File: config.mk
export PLATFORM = sky130hd
export DESIGN_NAME = led_sequencer_flat
export DESIGN_NICKNAME = d
export VERILOG_FILES = /design/src/rtl/led_sequencer_pkg.sv /design/src/rtl/led_sequencer_if.sv /design/src/rtl/led_sequencer_tick_prescaler.sv /design/src/rtl/led_sequencer.sv /design/src/flat_wrapper.sv
export SDC_FILE = /design/constraint.sdc
export NUM_CORES = 1
export LEC_CHECK = 0
export CAP_MARGIN = 20
export CORE_UTILIZATION = 45
export CTS_CLUSTER_SIZE = 20
export DETAILED_ROUTE_END_ITERATION = 6
export GPL_ROUTABILITY_DRIVEN = 0
export PLACE_DENSITY = 0.75
export SYNTH_ARGS = -nofsm -noshare
export SYNTH_HDL_FRONTEND = slang
export SYNTH_SLANG_ARGS = --single-unit
File: constraint.sdc
create_clock -name CLOCK_50 -period 2.8 [get_ports CLOCK_50]
set_input_delay 0.56 -clock CLOCK_50 [delete_from_list [all_inputs] [get_ports CLOCK_50]]
set_output_delay 0.56 -clock CLOCK_50 [all_outputs]
set_load 0.03 [all_outputs]
File: src/rtl/led_sequencer_pkg.sv
// Shared mode codes, FSM state encoding and LED pattern constants for the
// LED sequencer slice.
package led_seq_pkg;

  typedef enum logic [1:0] {
    MODE_OFF    = 2'b00,
    MODE_BLINK  = 2'b01,
    MODE_CHASE  = 2'b10,
    MODE_BOUNCE = 2'b11
  } mode_e;

  typedef enum logic [2:0] {
    S_OFF,
    S_BLINK,
    S_CHASE,
    S_BOUNCE_L,
    S_BOUNCE_R
  } state_e;

  localparam logic [7:0] PAT_ALL_ON = 8'hFF;
  localparam logic [7:0] PAT_FIRST  = 8'h01;
  localparam logic [7:0] PAT_LAST   = 8'h80;

  // Entry state for a freshly selected mode; bounce always starts leftward.
  function automatic state_e mode_entry(input mode_e m);
    case (m)
      MODE_BLINK:  return S_BLINK;
      MODE_CHASE:  return S_CHASE;
      MODE_BOUNCE: return S_BOUNCE_L;
      default:     return S_OFF;
    endcase
  endfunction

  function automatic logic [7:0] mode_pattern(input mode_e m);
    case (m)
      MODE_BLINK:  return PAT_ALL_ON;
      MODE_CHASE,
      MODE_BOUNCE: return PAT_FIRST;
      default:     return '0;
    endcase
  endfunction

endpackage

File: src/rtl/led_sequencer_if.sv
// Switch inputs and LED/step outputs of the LED sequencer, bundled.
interface led_sequencer_if;
  logic [1:0] MODE;
  logic       ENABLE;
  logic [7:0] LEDG;
  logic       TICK;

  modport master (output MODE, ENABLE, input  LEDG, TICK);
  modport slave  (input  MODE, ENABLE, output LEDG, TICK);
endinterface

File: src/rtl/led_sequencer_tick_prescaler.sv
// Free-running step prescaler: counts 0..TICK_DIV-1 while enabled and
// flags the terminal count combinationally so the caller registers it.
module tick_prescaler #(
  parameter int unsigned TICK_DIV = 12_500_000
) (
  input  logic CLOCK_50,
  input  logic RESET,
  input  logic en,
  input  logic clr,
  output logic tick
);

  localparam int unsigned CW = (TICK_DIV > 1) ? $clog2(TICK_DIV) : 1;
  localparam logic [CW-1:0] LAST = CW'(TICK_DIV - 1);

  logic [CW-1:0] cnt;

  assign tick = en && (cnt == LAST);

  always_ff @(posedge CLOCK_50 or posedge RESET) begin
    if (RESET) begin
      cnt <= '0;
    end else if (clr) begin
      cnt <= '0;
    end else if (en) begin
      cnt <= (cnt == LAST) ? '0 : cnt + CW'(1);
    end
  end

endmodule

File: src/rtl/led_sequencer.sv
// LEDG animator: prescaled step strobe drives an off/blink/chase/bounce
// pattern FSM selected by MODE, pausable by ENABLE.
module led_sequencer
  import led_seq_pkg::*;
#(
  parameter int unsigned TICK_DIV = 12_500_000,
  parameter int unsigned N_LEDS   = 8
) (
  input  logic            CLOCK_50,
  input  logic            RESET,
  led_sequencer_if.slave  bus
);

  state_e              state_q, state_d;
  mode_e               mode_q,  mode_d;
  logic [N_LEDS-1:0]   led_q,   led_d;
  logic                tick_q,  tick_d;
  logic                load;
  logic                step;
  logic                pre_en;
  logic                pre_clr;

  assign pre_en  = bus.ENABLE && (state_q != S_OFF);
  assign pre_clr = load || (state_q == S_OFF);

  tick_prescaler #(
    .TICK_DIV (TICK_DIV)
  ) u_prescaler (
    .CLOCK_50 (CLOCK_50),
    .RESET    (RESET),
    .en       (pre_en),
    .clr      (pre_clr),
    .tick     (step)
  );

  always_ff @(posedge CLOCK_50 or posedge RESET) begin
    if (RESET) begin
      state_q <= S_OFF;
      mode_q  <= MODE_OFF;
      led_q   <= '0;
      tick_q  <= 1'b0;
    end else begin
      state_q <= state_d;
      mode_q  <= mode_d;
      led_q   <= led_d;
      tick_q  <= tick_d;
    end
  end

  // A mode change outranks a coincident step: the step is simply dropped.
  always_comb begin
    state_d = state_q;
    mode_d  = mode_q;
    led_d   = led_q;
    tick_d  = 1'b0;
    load    = 1'b0;
    if (bus.MODE != mode_q) begin
      load    = 1'b1;
      mode_d  = mode_e'(bus.MODE);
      state_d = mode_entry(mode_e'(bus.MODE));
      led_d   = N_LEDS'(mode_pattern(mode_e'(bus.MODE)));
    end else if (step) begin
      tick_d = 1'b1;
      case (state_q)
        S_BLINK: led_d = ~led_q;
        S_CHASE: led_d = {led_q[N_LEDS-2:0], led_q[N_LEDS-1]};
        S_BOUNCE_L: begin
          led_d = led_q << 1;
          if (led_d == N_LEDS'(PAT_LAST)) state_d = S_BOUNCE_R;
        end
        S_BOUNCE_R: begin
          led_d = led_q >> 1;
          if (led_d == N_LEDS'(PAT_FIRST)) state_d = S_BOUNCE_L;
        end
        default: led_d = '0;
      endcase
    end
  end

  assign bus.LEDG = 8'(led_q);
  assign bus.TICK = tick_q;

endmodule

File: src/flat_wrapper.sv
// flat-port wrapper written by rule: the top's interface ports become plain ports
module led_sequencer_flat import led_seq_pkg::*;
#(
  parameter int unsigned TICK_DIV = 12_500_000,
  parameter int unsigned N_LEDS   = 8
)
  (CLOCK_50, RESET, bus_MODE, bus_ENABLE, bus_LEDG, bus_TICK);
  led_sequencer_if bus_i ();
  input  logic CLOCK_50;
  input  logic RESET;
  input wire logic [$bits(bus_i.MODE)-1:0] bus_MODE;
  input wire logic [$bits(bus_i.ENABLE)-1:0] bus_ENABLE;
  output wire logic [$bits(bus_i.LEDG)-1:0] bus_LEDG;
  output wire logic [$bits(bus_i.TICK)-1:0] bus_TICK;
  assign bus_i.MODE = bus_MODE;
  assign bus_i.ENABLE = bus_ENABLE;
  assign bus_LEDG = bus_i.LEDG;
  assign bus_TICK = bus_i.TICK;
  led_sequencer #(.TICK_DIV(TICK_DIV), .N_LEDS(N_LEDS)) u_core (.CLOCK_50(CLOCK_50), .RESET(RESET), .bus(bus_i));
endmodule
* Word level (Yosys, flattened, before mapping)
Cells that the tools add are included.
** Storage, ports and cells
- Flip-flop bits (word level) :: 38
- Bits of input ports :: 5
- Output and inout port bits :: 9
- Word-level logic and storage cells :: 46
** Operators by class
- $add $sub $neg :: 1
- Eq/ne operators :: 13
- Muxes and demuxes :: 16
- Bitwise logic cells :: 1
- Reductions and logical operators :: 10
** Operator list (number)
- 24-bit two-way mux :: 3
- 8-bit one-hot mux with 4 select lines :: 1
- 24-bit by 1-bit adder with 24-bit output, second input constant :: 1
- 24-bit equality test, second input constant :: 1
- 8-bit two-way mux :: 2
- 8-bit one-hot mux with 2 select lines :: 1
- 3-bit two-way mux :: 4
- 8-bit inverter :: 1
- 7-bit by 1-bit equality test with 1-bit output, second input constant :: 1
- 7-bit equality test, second input constant :: 1
- 3-bit by 2-bit equality test with 1-bit output, second input constant :: 2
- 3-bit by 1-bit != test with 1-bit output, second input constant :: 2
- 2-bit one-hot mux with 3 select lines :: 1
- 3-bit one-hot mux with 2 select lines :: 1
- 3-bit nonzero test :: 2
- 2-bit equality test, second input constant :: 2
- 4-bit AND reduction :: 1
- 2-bit nonzero test :: 2
- 3-bit by 1-bit equality test with 1-bit output, second input constant :: 1
- 3-bit equality test, second input constant :: 1
- 3-bit zero test :: 1
- 1-bit two-way mux :: 3
- 2-bit by 1-bit equality test with 1-bit output, second input constant :: 1
- 1-bit logical AND :: 2
- other kinds (3) :: 3

* Depth between registers and ports, before layout
Gate-level depths: netlist (run 1).
- Depth in word-level cells :: 5
- Depth in mapped cells :: 8
- Gate-level depth less buffers :: 6

* Cells and area by module
A second synthesis (run 1) with hierarchy kept.
** Unflattened totals
- Cells, all modules :: 260
- Area total of the unflattened synthesis :: 2412.3 um^2
** Modules (own cells, without submodules)
- tick_prescaler :: times used 1, cells an instance 156, area each 1445.1 um^2, seq. area each 600.6 um^2
- led_sequencer :: times used 1, cells an instance 104, area each 967.2 um^2, seq. area each 350.3 um^2

* Worst setup path before layout (run 1)
OpenSTA, ideal clock, no wires.
- Path type :: flip-flop to flip-flop
- From :: register u_core.u_prescaler.cnt[16]
- To :: register u_core.u_prescaler.cnt[0]
- Setup time :: 0.125 ns
- Arrival :: 1.912 ns
- Data required time :: 2.675 ns
- Slack :: 0.763 ns
- Stages on the path, launching flop included :: 7
- Path buffers :: 2
- Period minus slack after synthesis :: 2.037 ns
- Path through :: dfrtp_1 -> buf_6 -> or4_4 -> nor4_4 -> a21oi_1 -> buf_2 -> mux2_2
** Between the ends
- Cells in the longest elaborated chain, start to end :: 4
** RTL lines
- start, declared :: line led_sequencer_tick_prescaler.sv:16 : logic [CW-1:0] cnt;
- start signal, assigned :: line led_sequencer_tick_prescaler.sv:26 : cnt <= (cnt == LAST) ? '0 : cnt + CW'(1);
- 24-bit equality test :: line led_sequencer_tick_prescaler.sv:26
- 24-bit two-way mux :: line led_sequencer_tick_prescaler.sv:26
- 24-bit two-way mux :: line led_sequencer_tick_prescaler.sv:25 : end else if (en) begin
- 24-bit two-way mux :: line led_sequencer_tick_prescaler.sv:23 : end else if (clr) begin
Every way passes these cells. The select of a mux whose other input is x is not followed.
A chain may end at the register's enable or synchronous reset.

* Worst setup path in the final report (run 1)
- From :: register u_core.u_prescaler.cnt[16]
- To :: register u_core.led_q[6], in the netlist u_core.bus.LEDG[6]
** Between the ends
- Cells in the longest elaborated chain, start to end :: 3
** RTL lines
- 24-bit equality test :: line led_sequencer_tick_prescaler.sv:18 : assign tick = en && (cnt == LAST);
- 1-bit logical AND :: line led_sequencer_tick_prescaler.sv:18
- 2-bit nonzero test (no line)
- end signal, assigned :: line led_sequencer.sv:45 : led_q <= led_d;
- end, declared :: line led_sequencer.sv:16 : logic [N_LEDS-1:0] led_q, led_d;
Every way passes these cells.

==> results of run 1 <==
==> path summary, 6_finish.rpt <==
kind	slack, ns	startpoint	end	cells after the start
hold / removal	0.50	u_core.u_prescaler.cnt[23]	u_core.u_prescaler.cnt[23]	1
hold reg to reg	0.50	u_core.u_prescaler.cnt[23]	u_core.u_prescaler.cnt[23]	1
min in group asynchronous	0.68	RESET	u_core.bus.LEDG[5]	3
setup reg to reg	0.55	u_core.u_prescaler.cnt[16]	u_core.bus.LEDG[6]	5
max in group asynchronous	1.78	RESET	u_core.u_prescaler.cnt[7]	3
setup / recovery	0.55	u_core.u_prescaler.cnt[16]	u_core.bus.LEDG[6]	5
==> critical path, delay by kind of cell, from the launching register on <==
family             cells  cell delay (ns)
and+or+nand+nor        3             1.33
DFF                    1             0.47
AOI/OAI and AO/OA      2             0.32
==> cells in the final DEF (no fill, tap or decap), drive strengths merged, types with 2 or more instances in the layout <==
cell type       n
dfrtp          38
nand2          34
nor2           22
nand3          18
clkdlybuf4s50  13
xnor2          12
a2bb2oi        12
nand4          11
o21ai          11
nor3            9
a21oi           8
nor4            8
a31oi           7
clkbuf          7
xor2            6
buf             6
inv             4
a22o            3
or4             3
and3            3
and2            2
or3             2
nand4b          2
nand2b          2
nor3b           2
a211o           2
==> metrics by stage <==
stage,std cells,hold WS (ns),setup WS [ns],util [%]
floorplan,250,0.4423,0.7631,-
global placement,320,0.4797,0.3698,50.85
detailed placement,320,0.5024,0.3152,50.85
CTS,328,0.5187,0.5637,52.76
global route,328,0.5345,0.4279,52.76
finish,328,0.5014,0.5486,52.76
==> area by class of cell <==
type	count	area (um^2)	share of cell area (%)
clock buffer	7	86.33	3.419
clock inverter	1	5.005	0.1982
inverter	4	15.01	0.5946
multi-input combinational	192	1196	47.37
sequential	38	950.9	37.66
tap	67	83.83	3.320
timing repair buffer	19	187.7	7.433
==> state kept, by name, indices dropped and copies added (netlist names) <==
name / cells
u_core.mode_q: 2
u_core.bus.TICK: 1
u_core.bus.LEDG: 8
u_core.u_prescaler.cnt: 24
u_core.state_q: 3
==> synth_stat cells, drive strengths merged <==
library cell   n
buf            5
nand4b         2
a31oi          7
o21ai         11
nand2         34
or2            1
nor4           8
and4           1
mux2           1
xor2           6
dlygate4sd1    1
nor3b          2
clkbuf        10
xnor2         12
and2           2
or4b           1
ha             1
or3b           1
or3            2
a211o          2
nor4b          1
nand3b         1
dfrtp         38
o211ai         1
a221o          1
inv            4
nand2b         2
a22o           3
and3           3
a21oi          8
nor3           9
o22a           1
a41oi          1
nand3         18
nor2          22
nand4         11
and4b          1
or4            3
a2bb2oi       12
==> report_power, final <==
part	total, mW	switching [mW]	internal [mW]
combinational	0.245	0.137	0.109
sequential	0.621	0.0468	0.574
clock	0.392	0.193	0.199
total	1.26	0.377	0.882
==> per-layer routing <==
layer	wire length, um	global-route usage (%)	part of all wire (%)	vias to the layer above
met2	2357	34.67	49	52
met5	0	0	0	-
li1	-	-	-	928
met1	2227	26.71	46	906
met4	53	8.932	1.1	0
met3	198	3.591	4.1	5
==> kinds of logic after synthesis <==
family,after synthesis
simple gates,125
buf+inv,20
flops,38
mux,1
xor+xnor,18
compound gates,47
fa+ha+maj,1
==> impl_metrics.json, run 1 <==
{
  "status": "complete, no violations",
  "cp.required_ns": 2.96,
  "drtIter0Drc": 134,
  "fin_worst_skew_ns": 0.005413,
  "routed_wl_um": 4836,
  "end_kind": "flop",
  "relSlewSlack_pct": 61.48,
  "slew_viol_final": 0,
  "fp.dieH_um": 72.98,
  "max_cap_violations": 0,
  "cts_post_setup_buffers_inserted": 0,
  "fin_nets": 266,
  "finalCriticalPeriod_ns": 2.251,
  "path_class": "flop to flop",
  "drt-wirelength-per-cell_um": 14.74,
  "tightest_slew_ns": 0.5731,
  "crit_path_start_kind": "flop",
  "arrival_ns": 2.41,
  "power_mw": 1.258,
  "syn_area_per_cell_um2": 9.069,
  "drive_above_1_share_pct": 8.812,
  "grt_overflow": 0,
  "grt_use_total_pct": 20.85,
  "areaGrowthSynthToFinish_pct": 11.37,
  "yosysWarnings": 0,
  "fin_crit_sh_pct": 80.41,
  "yosys_register_bits": 38,
  "leakagePower_nw": 0.9548,
  "numCtsBuffers": 5,
  "cellPowerDensity_nw_per_um2": 498.3,
  "synth_top_area_share_pct": 41.94,
  "cts_tree": "built",
  "synth_top_family_by_area": "simple AND/OR/NAND/NOR gates",
  "grt_pass1_wl_um": 8452,
  "path_cells": "or4_4 > nor4_2 > a31oi_1 > nor2_1 > a2bb2oi_1",
  "pin_count": 14,
  "htreeDepth": 2,
  "vias": 1891,
  "rows": 25,
  "synth-seq-area-share_pct": 41.94,
  "route.detailed.drc": 0,
  "cts_buffer_depth": 2,
  "rsz0062_at_grt": "false",
  "first_pass_iters": 4,
  "synth_mux_area_share_pct": 0.4967,
  "syn_nets": 256,
  "hold_viol": 0,
  "stdcell_area_um2": 2525,
  "synthCells": 250,
  "clk_pin_slew_ns": 0.08,
  "synth.area.top_cells": "dfrtp_1, nand2_1, a2bb2oi_1, xnor2_1, nand3_1",
  "synth_xor_area_share_pct": 6.954,
  "synth_cell_types": 49,
  "fp.dieW_um": 72.98,
  "irDropWorstVdd_v": 0.0002940,
  "cpMaxStageDelayCell": "or4_4",
  "viasPerCell": 5.765,
  "grt_antenna_before_repair": 0,
  "cts.sinks": 38,
  "synthSimpleGateAreaFrac_pct": 30.52,
  "insertion_delay_ns": 0.29,
  "die_area_um2": 5326,
  "crit_fanout": 8,
  "cpPeakStageDelay_ns": 0.60,
  "coreArea_um2": 4786,
  "initial_utilization_pct": 47.37,
  "setup-violations-final": 0,
  "synth.largest_area_cell": "dfrtp_1",
  "grt_pass1_vias": 1805,
  "hp-class": "flop to flop",
  "fin_tns_setup_ns": 0,
  "cts-root-buf": "clkbuf_8",
  "io_buffers": 13,
  "yosys.area_share.adder_pct": 0.5519,
  "cts_resized": 0,
  "synth_area_um2": 2267,
  "placed_area_um2": 2434,
  "hold_buffers": 0,
  "grt_max_degree": 39,
  "clock.fmax_mhz": 444.2,
  "synth_compound_area_share_pct": 14.24,
  "dp_hpwl_um": 3329,
  "fillCellCount": 438,
  "diodes": 0,
  "ant_nets": 0
}
No activity file was read; power rests on OpenSTA's default activity.
==> inputs of run 2 (changes only) <==
clock period = 2.2 ns   (was 2.8 ns; I/O delays follow)
==> impl_metrics.json, run 2 (synthesis gave the netlist of run 1 again) <==
{
  "grt_pass1_vias": 1906,
  "fin_worst_skew_ns": 0.008653,
  "seq_area_um2": 950.9,
  "vias": 1958,
  "crit_path_start_kind": "flop",
  "coreArea_um2": 4786,
  "drive_above_1_share_pct": 14.18,
  "cts_buffer_depth": 2,
  "largest_reg_flops": 24,
  "final.setup.worst_slack_ns": 0.08156,
  "die_area_um2": 5326,
  "viasPerCell": 5.725,
  "cts.sinks": 38,
  "drtIter0Drc": 147,
  "io_buffers": 13,
  "insertion_delay_ns": 0.30,
  "rsz0062_at_grt": "false",
  "ant_nets": 0,
  "htreeDepth": 2,
  "cp.required_ns": 2.44,
  "path_class": "flop to flop",
  "dp_hpwl_um": 3551,
  "setup-violations-final": 0,
  "fin_tns_setup_ns": 0,
  "max_cap_violations": 0,
  "rows": 25,
  "cts-root-buf": "clkbuf_8",
  "fin_nets": 280,
  "relSlewSlack_pct": 68.82,
  "regMostFlops": "u_core.u_prescaler.cnt",
  "initial_utilization_pct": 47.37,
  "dp.cells": 334,
  "routed_wl_um": 5007,
  "fp.dieW_um": 72.98,
  "hp-class": "flop to flop",
  "grt_overflow": 0,
  "end_kind": "flop",
  "preCtsSetupSlack_ns": -0.03012,
  "stdcell_count": 342,
  "pin_count": 14,
  "hold_viol": 0,
  "grt_antenna_before_repair": 0,
  "status": "complete, no violations",
  "irDropWorstVdd_v": 0.0003597,
  "grt_max_degree": 39,
  "clk_pin_slew_ns": 0.08,
  "cts_tree": "built",
  "multi_input_area_um2": 1207,
  "drt-wirelength-per-cell_um": 14.64,
  "cellPowerDensity_nw_per_um2": 643.5,
  "cts_post_setup_buffers_inserted": 0,
  "route.detailed.drc": 0,
  "grt_pass1_wl_um": 8949,
  "grt_use_total_pct": 21.90,
  "fillCellCount": 452,
  "slew_viol_final": 0,
  "first_pass_iters": 4,
  "diodes": 0,
  "arrival_ns": 2.36,
  "finalCriticalPeriod_ns": 2.118,
  "crit_fanout": 3,
  "hold_ws_ns": 0.4994,
  "final_cell_mix": "dfrtp_1, nand2_1, nor2_1",
  "tightest_slew_ns": 0.4634,
  "areaGrowthSynthToFinish_pct": 17.27,
  "numCtsBuffers": 5,
  "fin_crit_sh_pct": 96.29,
  "fp.dieH_um": 72.98,
  "final_common_cell": "dfrtp_1",
  "leakagePower_nw": 1.036,
  "clock.fmax_mhz": 472.0
}
==> run 2: path summary, 6_finish.rpt <==
kind	from	to	slack [ns]	cells past startpoint
max	u_core.u_prescaler.cnt[22]	u_core.state_q[2]	0.08	5
min	u_core.u_prescaler.cnt[23]	u_core.u_prescaler.cnt[23]	0.50	1
max reg2reg	u_core.u_prescaler.cnt[22]	u_core.state_q[2]	0.08	5
min reg2reg	u_core.u_prescaler.cnt[23]	u_core.u_prescaler.cnt[23]	0.50	1
max in group asynchronous	RESET	u_core.u_prescaler.cnt[14]	1.31	3
min in group asynchronous	RESET	u_core.bus.LEDG[2]	0.55	3
==> run 2: metal layers <==
metal,track usage (%),vias up,wire (um)
met5,0,-,0
met4,6.318,0,66
met3,5.525,8,247
met2,35.49,53,2482
met1,28.98,943,2210
li1,-,954,-
==> run 2: final cells by class <==
cell class	count	share of cell area (%)
clock buffers	5	2.588
clock inverters	3	1.506
inverters	4	0.5647
multi-input cells	192	45.41
flip-flops and latches	38	35.76
well taps	67	3.153
repair buffers	33	11.01
==> run 2: worst max-delay path: stages, from the launching register on <==
cell and delay [ns]:
dfrtp_1 0.39, or4b_4 0.58, nor4_4 0.34, nand3_2 0.13, or4_1 0.52, nand2_1 0.10
==> run 2: metrics by stage <==
| step | total power, mW | utilization, % | instance area, um^2 |
|---|---|---|---|
| 3_5_place_dp | 1.133 | 53.05 | 2539 |
| 2_1_floorplan | 1.015 | - | 2267 |
| 3_3_place_gp | 1.125 | 53.05 | 2539 |
| 6_report | 1.711 | 55.56 | 2659 |
| 4_1_cts | 1.717 | 55.32 | 2648 |
| 5_1_grt | 1.790 | 55.56 | 2659 |
==> run 2: where the power goes <==
part	switching [mW]	internal, mW
Combinational	0.185	0.151
Sequential	0.0533	0.731
Clock	0.257	0.334
==> run 2: repair_timing <==
item                                   4_1_cts  5_1_grt
resized for setup                            0        2
endpoints found under the hold margin        0        0
setup endpoints to repair                    0        6
hold buffers                                 0        0
==> inputs of run 3 (changes only) <==
CTS_CLUSTER_DIAMETER = 100   (was not set)
==> results of run 3 <==
Final layout, timing and power as in run 2 (identical DEF).
